[config.mk]
export PLATFORM = sky130hd
export DESIGN_NAME = addr_slot_ctrl
export DESIGN_NICKNAME = d
export VERILOG_FILES = /design/src/rtl/addr_slot_ctrl.sv
export SDC_FILE = /design/constraint.sdc
export NUM_CORES = 1
export LEC_CHECK = 0
export ABC_AREA = 1
export CORE_AREA = 2 2 202 204
export DETAILED_ROUTE_END_ITERATION = 12
export DIE_AREA = 0 0 204 206
export PLACE_DENSITY_LB_ADDON = 0.3
export SLEW_MARGIN = 20
export SYNTH_ARGS = -nofsm -noshare
export SYNTH_HDL_FRONTEND = slang
export SYNTH_SLANG_ARGS = --single-unit
[constraint.sdc]
create_clock -name clk -period 14.5 [get_ports clk]
set_input_delay 1.45 -clock clk [delete_from_list [all_inputs] [get_ports clk]]
set_output_delay 1.45 -clock clk [all_outputs]
set_load 0.005 [all_outputs]
[src/rtl/addr_slot_ctrl.sv]
// addr_slot_ctrl: owns the address table that feeds the registered address comparator.
// An allocate runs IDLE -> LOOK -> EVAL. It either bumps the refcount of the matching slot
// or claims the lowest free slot. A release runs IDLE -> REL. It decrements the refcount and
// frees the slot when the count reaches zero.
// Optional feature: define ADDR_SLOT_FLUSH_EN to add a flush input. Flush clears every slot in
// one IDLE cycle.
// The comparator's active-low reset is driven with ~reset.
module addr_slot_ctrl #(
   parameter int unsigned NUM_SLOTS = 14,
   parameter int unsigned ADDR_W    = 19,
   parameter int unsigned CNT_W     = 8
) (
   input  logic                        clk,
   input  logic                        reset,
`ifdef ADDR_SLOT_FLUSH_EN
   input  logic                        flush,
`endif
   input  logic                        req_valid,
   output logic                        req_ready,
   input  logic                        req_release,
   input  logic [ADDR_W-1:0]           req_addr,
   input  logic [3:0]                  req_slot,
   output logic [ADDR_W-1:0]           cmp_addr,
   input  logic [3:0]                  cmp_result,
   input  logic                        cmp_valid,
   output logic [NUM_SLOTS*ADDR_W-1:0] slot_addr,
   output logic [NUM_SLOTS-1:0]        slot_ena,
   output logic                        resp_valid,
   output logic [3:0]                  resp_slot,
   output logic                        resp_hit,
   output logic                        resp_full,
   output logic                        resp_err,
   output logic [3:0]                  free_count
);

   typedef enum logic [1:0] {StIdle, StLook, StEval, StRel} state_e;

   state_e               state_q, state_d;
   logic [ADDR_W-1:0]    cmp_addr_q, cmp_addr_d;
   logic [3:0]           rel_slot_q, rel_slot_d;
   logic [ADDR_W-1:0]    slot_addr_q [NUM_SLOTS];
   logic [ADDR_W-1:0]    slot_addr_d [NUM_SLOTS];
   logic [CNT_W-1:0]     cnt_q [NUM_SLOTS];
   logic [CNT_W-1:0]     cnt_d [NUM_SLOTS];
   logic [NUM_SLOTS-1:0] ena_q, ena_d;
   logic                 resp_valid_q, resp_valid_d;
   logic [3:0]           resp_slot_q, resp_slot_d;
   logic                 resp_hit_q, resp_hit_d;
   logic                 resp_full_q, resp_full_d;
   logic                 resp_err_q, resp_err_d;

   logic                 flush_req;
   logic                 free_found;
   logic [3:0]           free_idx;
   logic                 hit_ok;
   logic                 rel_ok;
   logic [3:0]           used;

`ifdef ADDR_SLOT_FLUSH_EN
   assign flush_req = flush;
`else
   assign flush_req = 1'b0;
`endif

   // Lowest-index free slot. The scan runs downward, so the last hit is the lowest index.
   always_comb begin
      free_found = 1'b0;
      free_idx   = '0;
      for (int i = NUM_SLOTS - 1; i >= 0; i--) begin
         if (!ena_q[i]) begin
            free_found = 1'b1;
            free_idx   = 4'(i);
         end
      end
   end

   // Range and enable qualification for comparator hits and release targets.
   always_comb begin
      hit_ok = cmp_valid && (cmp_result != 4'd0) && (cmp_result <= 4'(NUM_SLOTS));
      rel_ok = 1'b0;
      for (int i = 0; i < NUM_SLOTS; i++) begin
         if (rel_slot_q == 4'(i + 1) && ena_q[i]) rel_ok = 1'b1;
      end
   end

   // Free-slot count from the enable register.
   always_comb begin
      used = '0;
      for (int i = 0; i < NUM_SLOTS; i++) used = used + 4'(ena_q[i]);
      free_count = 4'(NUM_SLOTS) - used;
   end

   // Next-state, table update and response decode.
   always_comb begin
      state_d      = state_q;
      cmp_addr_d   = cmp_addr_q;
      rel_slot_d   = rel_slot_q;
      slot_addr_d  = slot_addr_q;
      cnt_d        = cnt_q;
      ena_d        = ena_q;
      resp_valid_d = 1'b0;
      resp_slot_d  = '0;
      resp_hit_d   = 1'b0;
      resp_full_d  = 1'b0;
      resp_err_d   = 1'b0;
      unique case (state_q)
         StIdle: begin
            if (flush_req) begin
               ena_d = '0;
               for (int i = 0; i < NUM_SLOTS; i++) cnt_d[i] = '0;
            end else if (req_valid) begin
               if (req_release) begin
                  rel_slot_d = req_slot;
                  state_d    = StRel;
               end else begin
                  cmp_addr_d = req_addr;
                  state_d    = StLook;
               end
            end
         end
         StLook: state_d = StEval;
         StEval: begin
            state_d      = StIdle;
            resp_valid_d = 1'b1;
            if (hit_ok) begin
               resp_hit_d  = 1'b1;
               resp_slot_d = cmp_result;
               for (int i = 0; i < NUM_SLOTS; i++) begin
                  if (cmp_result == 4'(i + 1) && cnt_q[i] != '1) begin
                     cnt_d[i] = cnt_q[i] + CNT_W'(1);
                  end
               end
            end else if (free_found) begin
               resp_slot_d = free_idx + 4'd1;
               for (int i = 0; i < NUM_SLOTS; i++) begin
                  if (free_idx == 4'(i)) begin
                     slot_addr_d[i] = cmp_addr_q;
                     ena_d[i]       = 1'b1;
                     cnt_d[i]       = CNT_W'(1);
                  end
               end
            end else begin
               resp_full_d = 1'b1;
            end
         end
         StRel: begin
            state_d      = StIdle;
            resp_valid_d = 1'b1;
            if (rel_ok) begin
               resp_slot_d = rel_slot_q;
               for (int i = 0; i < NUM_SLOTS; i++) begin
                  if (rel_slot_q == 4'(i + 1)) begin
                     cnt_d[i] = cnt_q[i] - CNT_W'(1);
                     // The address is kept after release. Only the enable drops.
                     if (cnt_q[i] <= CNT_W'(1)) ena_d[i] = 1'b0;
                  end
               end
            end else begin
               resp_err_d = 1'b1;
            end
         end
      endcase
   end

   // FSM state register.
   always_ff @(posedge clk or posedge reset) begin
      if (reset) state_q <= StIdle;
      else       state_q <= state_d;
   end

   // Table, request latch and response registers.
   always_ff @(posedge clk or posedge reset) begin
      if (reset) begin
         cmp_addr_q   <= '0;
         rel_slot_q   <= '0;
         ena_q        <= '0;
         resp_valid_q <= 1'b0;
         resp_slot_q  <= '0;
         resp_hit_q   <= 1'b0;
         resp_full_q  <= 1'b0;
         resp_err_q   <= 1'b0;
         for (int i = 0; i < NUM_SLOTS; i++) begin
            slot_addr_q[i] <= '0;
            cnt_q[i]       <= '0;
         end
      end else begin
         cmp_addr_q   <= cmp_addr_d;
         rel_slot_q   <= rel_slot_d;
         ena_q        <= ena_d;
         resp_valid_q <= resp_valid_d;
         resp_slot_q  <= resp_slot_d;
         resp_hit_q   <= resp_hit_d;
         resp_full_q  <= resp_full_d;
         resp_err_q   <= resp_err_d;
         slot_addr_q  <= slot_addr_d;
         cnt_q        <= cnt_d;
      end
   end

   // Flatten the table for the comparator.
   always_comb begin
      slot_addr = '0;
      for (int i = 0; i < NUM_SLOTS; i++) slot_addr[i*ADDR_W +: ADDR_W] = slot_addr_q[i];
   end

   assign req_ready  = (state_q == StIdle) && !flush_req;
   assign cmp_addr   = cmp_addr_q;
   assign slot_ena   = ena_q;
   assign resp_valid = resp_valid_q;
   assign resp_slot  = resp_slot_q;
   assign resp_hit   = resp_hit_q;
   assign resp_full  = resp_full_q;
   assign resp_err   = resp_err_q;

endmodule

==> results.tsv <==
stage	metric	value	unit
status	status	complete, no violations	
flow_run	max-cap-violations	0	
cells_and_area	fillers	3273	
setup_path	cp_top_family	adder cells	
floorplanning	core	40180	um2
logic_synthesis	syn_nets	2756	
timing	drv_slew	0	
clock_tree	cts_tree	done	
power	p_clk_frac	0.255	
logic_synthesis	synth_cell_types	54	
placement	dp_hpwl	48080	um
timing	grt_setup_unrepaired	no	
logic_synthesis	syn_inst	2658	
placement	pre_cts_ws	8.891	ns
global_route	grt_overflow	0	
timing	hold_violations	0	
global_route	first_global_vias	18920	
routing	avgRoutedWirePerCell	20.03	um
logic_synthesis	synthFlopType	dfrtp_1	
logic_synthesis	yosysSeqAreaShare	0.4908	
cells_and_area	area_growth	23.87	%
logic_synthesis	ys_warn_count	0	
global_route	track_usage	0.3301	
floorplanning	fp.dieW	204	um
timing	fmax	160.3	MHz
timing	tightest_slew	1.049	ns
power	p_per_area	180.4	nW/um2
logic_synthesis	synth_area_leaders	dfrtp_1 (49%), nand2_1 (11%), o21ai_0 (10%)	
global_route	grt_max_degree	137	
setup_path	crit_chain	inv_1 -> fa_1 -> inv_1 -> ha_1 -> fa_1 -> inv_1 -> fa_1 -> inv_1 -> ha_1 -> inv_1 -> ha_1 -> inv_1 -> nor2_1 -> nor3b_1 -> xor2_1 -> clkdlybuf4s50_1	
setup_path	critical_path_class	register to primary output	
logic_synthesis	async_flop_share	1.000	
setup_path	crit_top_cell	inv_1	
setup_path	max_stage_delay	0.57	ns
timing	min_period	6.240	ns
logic_synthesis	synth_top_family_by_area	simple AND/OR/NAND/NOR gates	
timing	setup_ws	8.260	ns
cells_and_area	design_area	26840	um2
cells_and_area	post_layout_nonfiller_instances	3486	
power	switching_power	1.893	mW
cells_and_area	final_util	0.6680	
floorplanning	rows	74	
cells_and_area	nets	3015	
clock_tree	cts_hold_buf	0	
routing	vias_per_cell	5.686	
global_route	antenna_found_initial	0	
clock_tree	cts_buffers	47	
clock_tree	clk_latency	0.60	ns
logic_synthesis	synth.cell_area	21670	um2
clock_tree	cts_htree_levels	2	
clock_tree	cts.clk_slew.worst_paths	0.07	ns
floorplanning	dieArea	42020	um2
floorplanning	start_util	0.5392	
routing	drtIter0Drc	1867	
logic_synthesis	synth_area_leader_cell	dfrtp_1	
setup_path	worstSetupStartpointType	register	
min_path	hp-class	register to register	
logic_synthesis	synth_area_per_cell	8.152	um2
timing	whs	0.4781	ns
timing	setup-tns-final	0	ns
clock_tree	cts-root-buf	clkbuf_16	
power	vdd_drop_max	0.0001502	V
clock_tree	post_cts_resized	0	
placement	placed_cells_incl_taps	3400	
setup_path	slowest_stage	clkdlybuf4s50_1	
logic_synthesis	synthAdderAreaFrac	0.04088	
power	seqPwrFrac	0.355	
power	power.total	4.843	mW
routing	wirelength	69810	um
setup_path	critPathBufInv	7	
setup_path	endpoint_kind	primary output	
setup_path	required	13.05	ns
logic_synthesis	synth-xor-area-share	0.03355	
power	leakage	12.22	nW
logic_synthesis	synth_edf_count	0	
setup_path	worstPathArrival	4.79	ns
floorplanning	io_pins	344	
cells_and_area	diodes	0	
logic_synthesis	synth_top_area_frac	0.4908	
routing	dr_total_vias	19820	
clock_tree	cts.sinks	425	
global_route	grt_pass1_wl	107600	um
placement	postPlaceCellArea	25220	um2
logic_synthesis	synth-seq-cells	425	
timing	fin_crit_sh	0.4303	
placement	place_congestion	0.9704	
routing	final_antenna_net_count	0	
floorplanning	die_h	206	um
setup_path	path_max_fanout	6	
power	pwr-share-comb	0.390	
power	p_int	2.950	mW
clock_tree	clockBufferDepth	3	
routing	drc	0	
logic_synthesis	synth_compound_area_frac	0.1593	
logic_synthesis	yosys.area_share.simple	0.2037	
timing	timing.slew.headroom	0.2967	
timing	setup_viol_count_final	0	
cells_and_area	seq_area	10640	um2
cells_and_area	drive_gt1_frac	0.05078	
timing	skew	0.04170	ns
power	netSwitchingFraction	0.3909	
cells_and_area	multi_input_comb_area	9505	um2
routing	firstDrtPassIters	6	
logic_synthesis	synthMuxAreaShare	0.0005197	
placement	port_buffers	343	
clock_tree	post-cts-setup-buffer-count	0	
==> worst reg2reg max path: stages, from the launching register on <==
cell,delay [ns]
dfrtp_1,0.62
nand2_2,0.45
buf_4,0.53
inv_2,0.40
nand4_4,0.34
nand2_4,0.12
inv_4,0.54
nand2_1,0.51
nand2_1,0.17
o21ai_1,0.08
==> final timing paths <==
kind / from / slack, ns / cells after the start / end
min in group asynchronous: reset / 1.46 / 2 / slot_addr[24]$_DFFE_PP0P_
hold reg to reg: cnt_q[79]$_DFFE_PP0P_ / 0.48 / 2 / cnt_q[79]$_DFFE_PP0P_
setup / recovery: slot_ena[4]$_DFFE_PP0P_ / 8.26 / 16 / free_count[3]
max in group asynchronous: reset / 10.52 / 4 / cnt_q[26]$_DFFE_PP0P_
hold / removal: cnt_q[79]$_DFFE_PP0P_ / 0.48 / 2 / cnt_q[79]$_DFFE_PP0P_
setup reg to reg: state_q[1]$_DFFE_PP0P_ / 10.59 / 9 / cnt_q[9]$_DFFE_PP0P_
==> power by group through the flow <==
stage                     Clock, mW  Sequential [mW]  Combinational (mW)
after floorplan                   0             1.65                1.13
after global placement            0             1.71                1.79
after detailed placement          0             1.72                1.85
after CTS                      1.25             1.71                1.87
after global routing           1.30             1.75                2.10
final                          1.24             1.72                1.89
==> cell type report <==
cell class,count,area share
flip-flops and latches,425,0.3962
multi-input cells,1853,0.3541
repair buffers,358,0.1321
clock buffers,67,0.05188
inverters,232,0.03282
well taps,532,0.02480
clock inverters,19,0.008018
==> cell usage in the layout, fill, tap and decap left out, types with 17 or more instances in the layout <==
cell type,instances
clkdlybuf4s50_1,343
o22ai_1,19
xor2_1,53
clkbuf_16,48
o21ai_0,443
nand3_1,148
o21ai_1,17
a21oi_1,89
nand2_1,625
nor2_1,193
ha_1,58
nand4_1,17
inv_1,213
xnor2_1,30
nor3_1,36
dfrtp_1,425
==> logic make-up after synthesis <==
logic type	count (synthesis)
AO/OA/AOI/OAI	638
XOR/XNOR	83
adder cells (fa/ha/maj)	66
buffers and inverters	380
flip-flops	425
multiplexers	1
AND/OR/NAND/NOR	1065
==> synth_stat cells (10+ instances only) <==
cell,count
a31oi_1,15
nor4_1,11
nor3_1,36
dfrtp_1,425
o21ai_1,17
nand3_1,148
a21oi_1,89
xnor2_1,30
buf_2,37
nand4_1,17
nand2_1,631
nor2_1,193
ha_1,58
o22ai_1,19
clkbuf_1,96
xor2_1,53
o21ai_0,443
o31ai_1,11
nor2_2,10
inv_1,217
inv_2,11
==> registers in the layout (all words and copies together) (netlist names) <==
signal / flops
rel_slot_q: 4
state_q: 2
cmp_addr: 19
slot_ena: 14
resp_valid: 1
resp_hit: 1
resp_slot: 4
cnt_q: 112
resp_full: 1
slot_addr: 266
resp_err: 1
==> routing by layer <==
layer | global-route usage | part of all wire
met5 | 0 | 0
met2 | 0.5293 | 0.46
met3 | 0.09571 | 0.095
met4 | 0.1374 | 0.045
met1 | 0.4209 | 0.40
No activity file was read; power rests on OpenSTA's default activity.
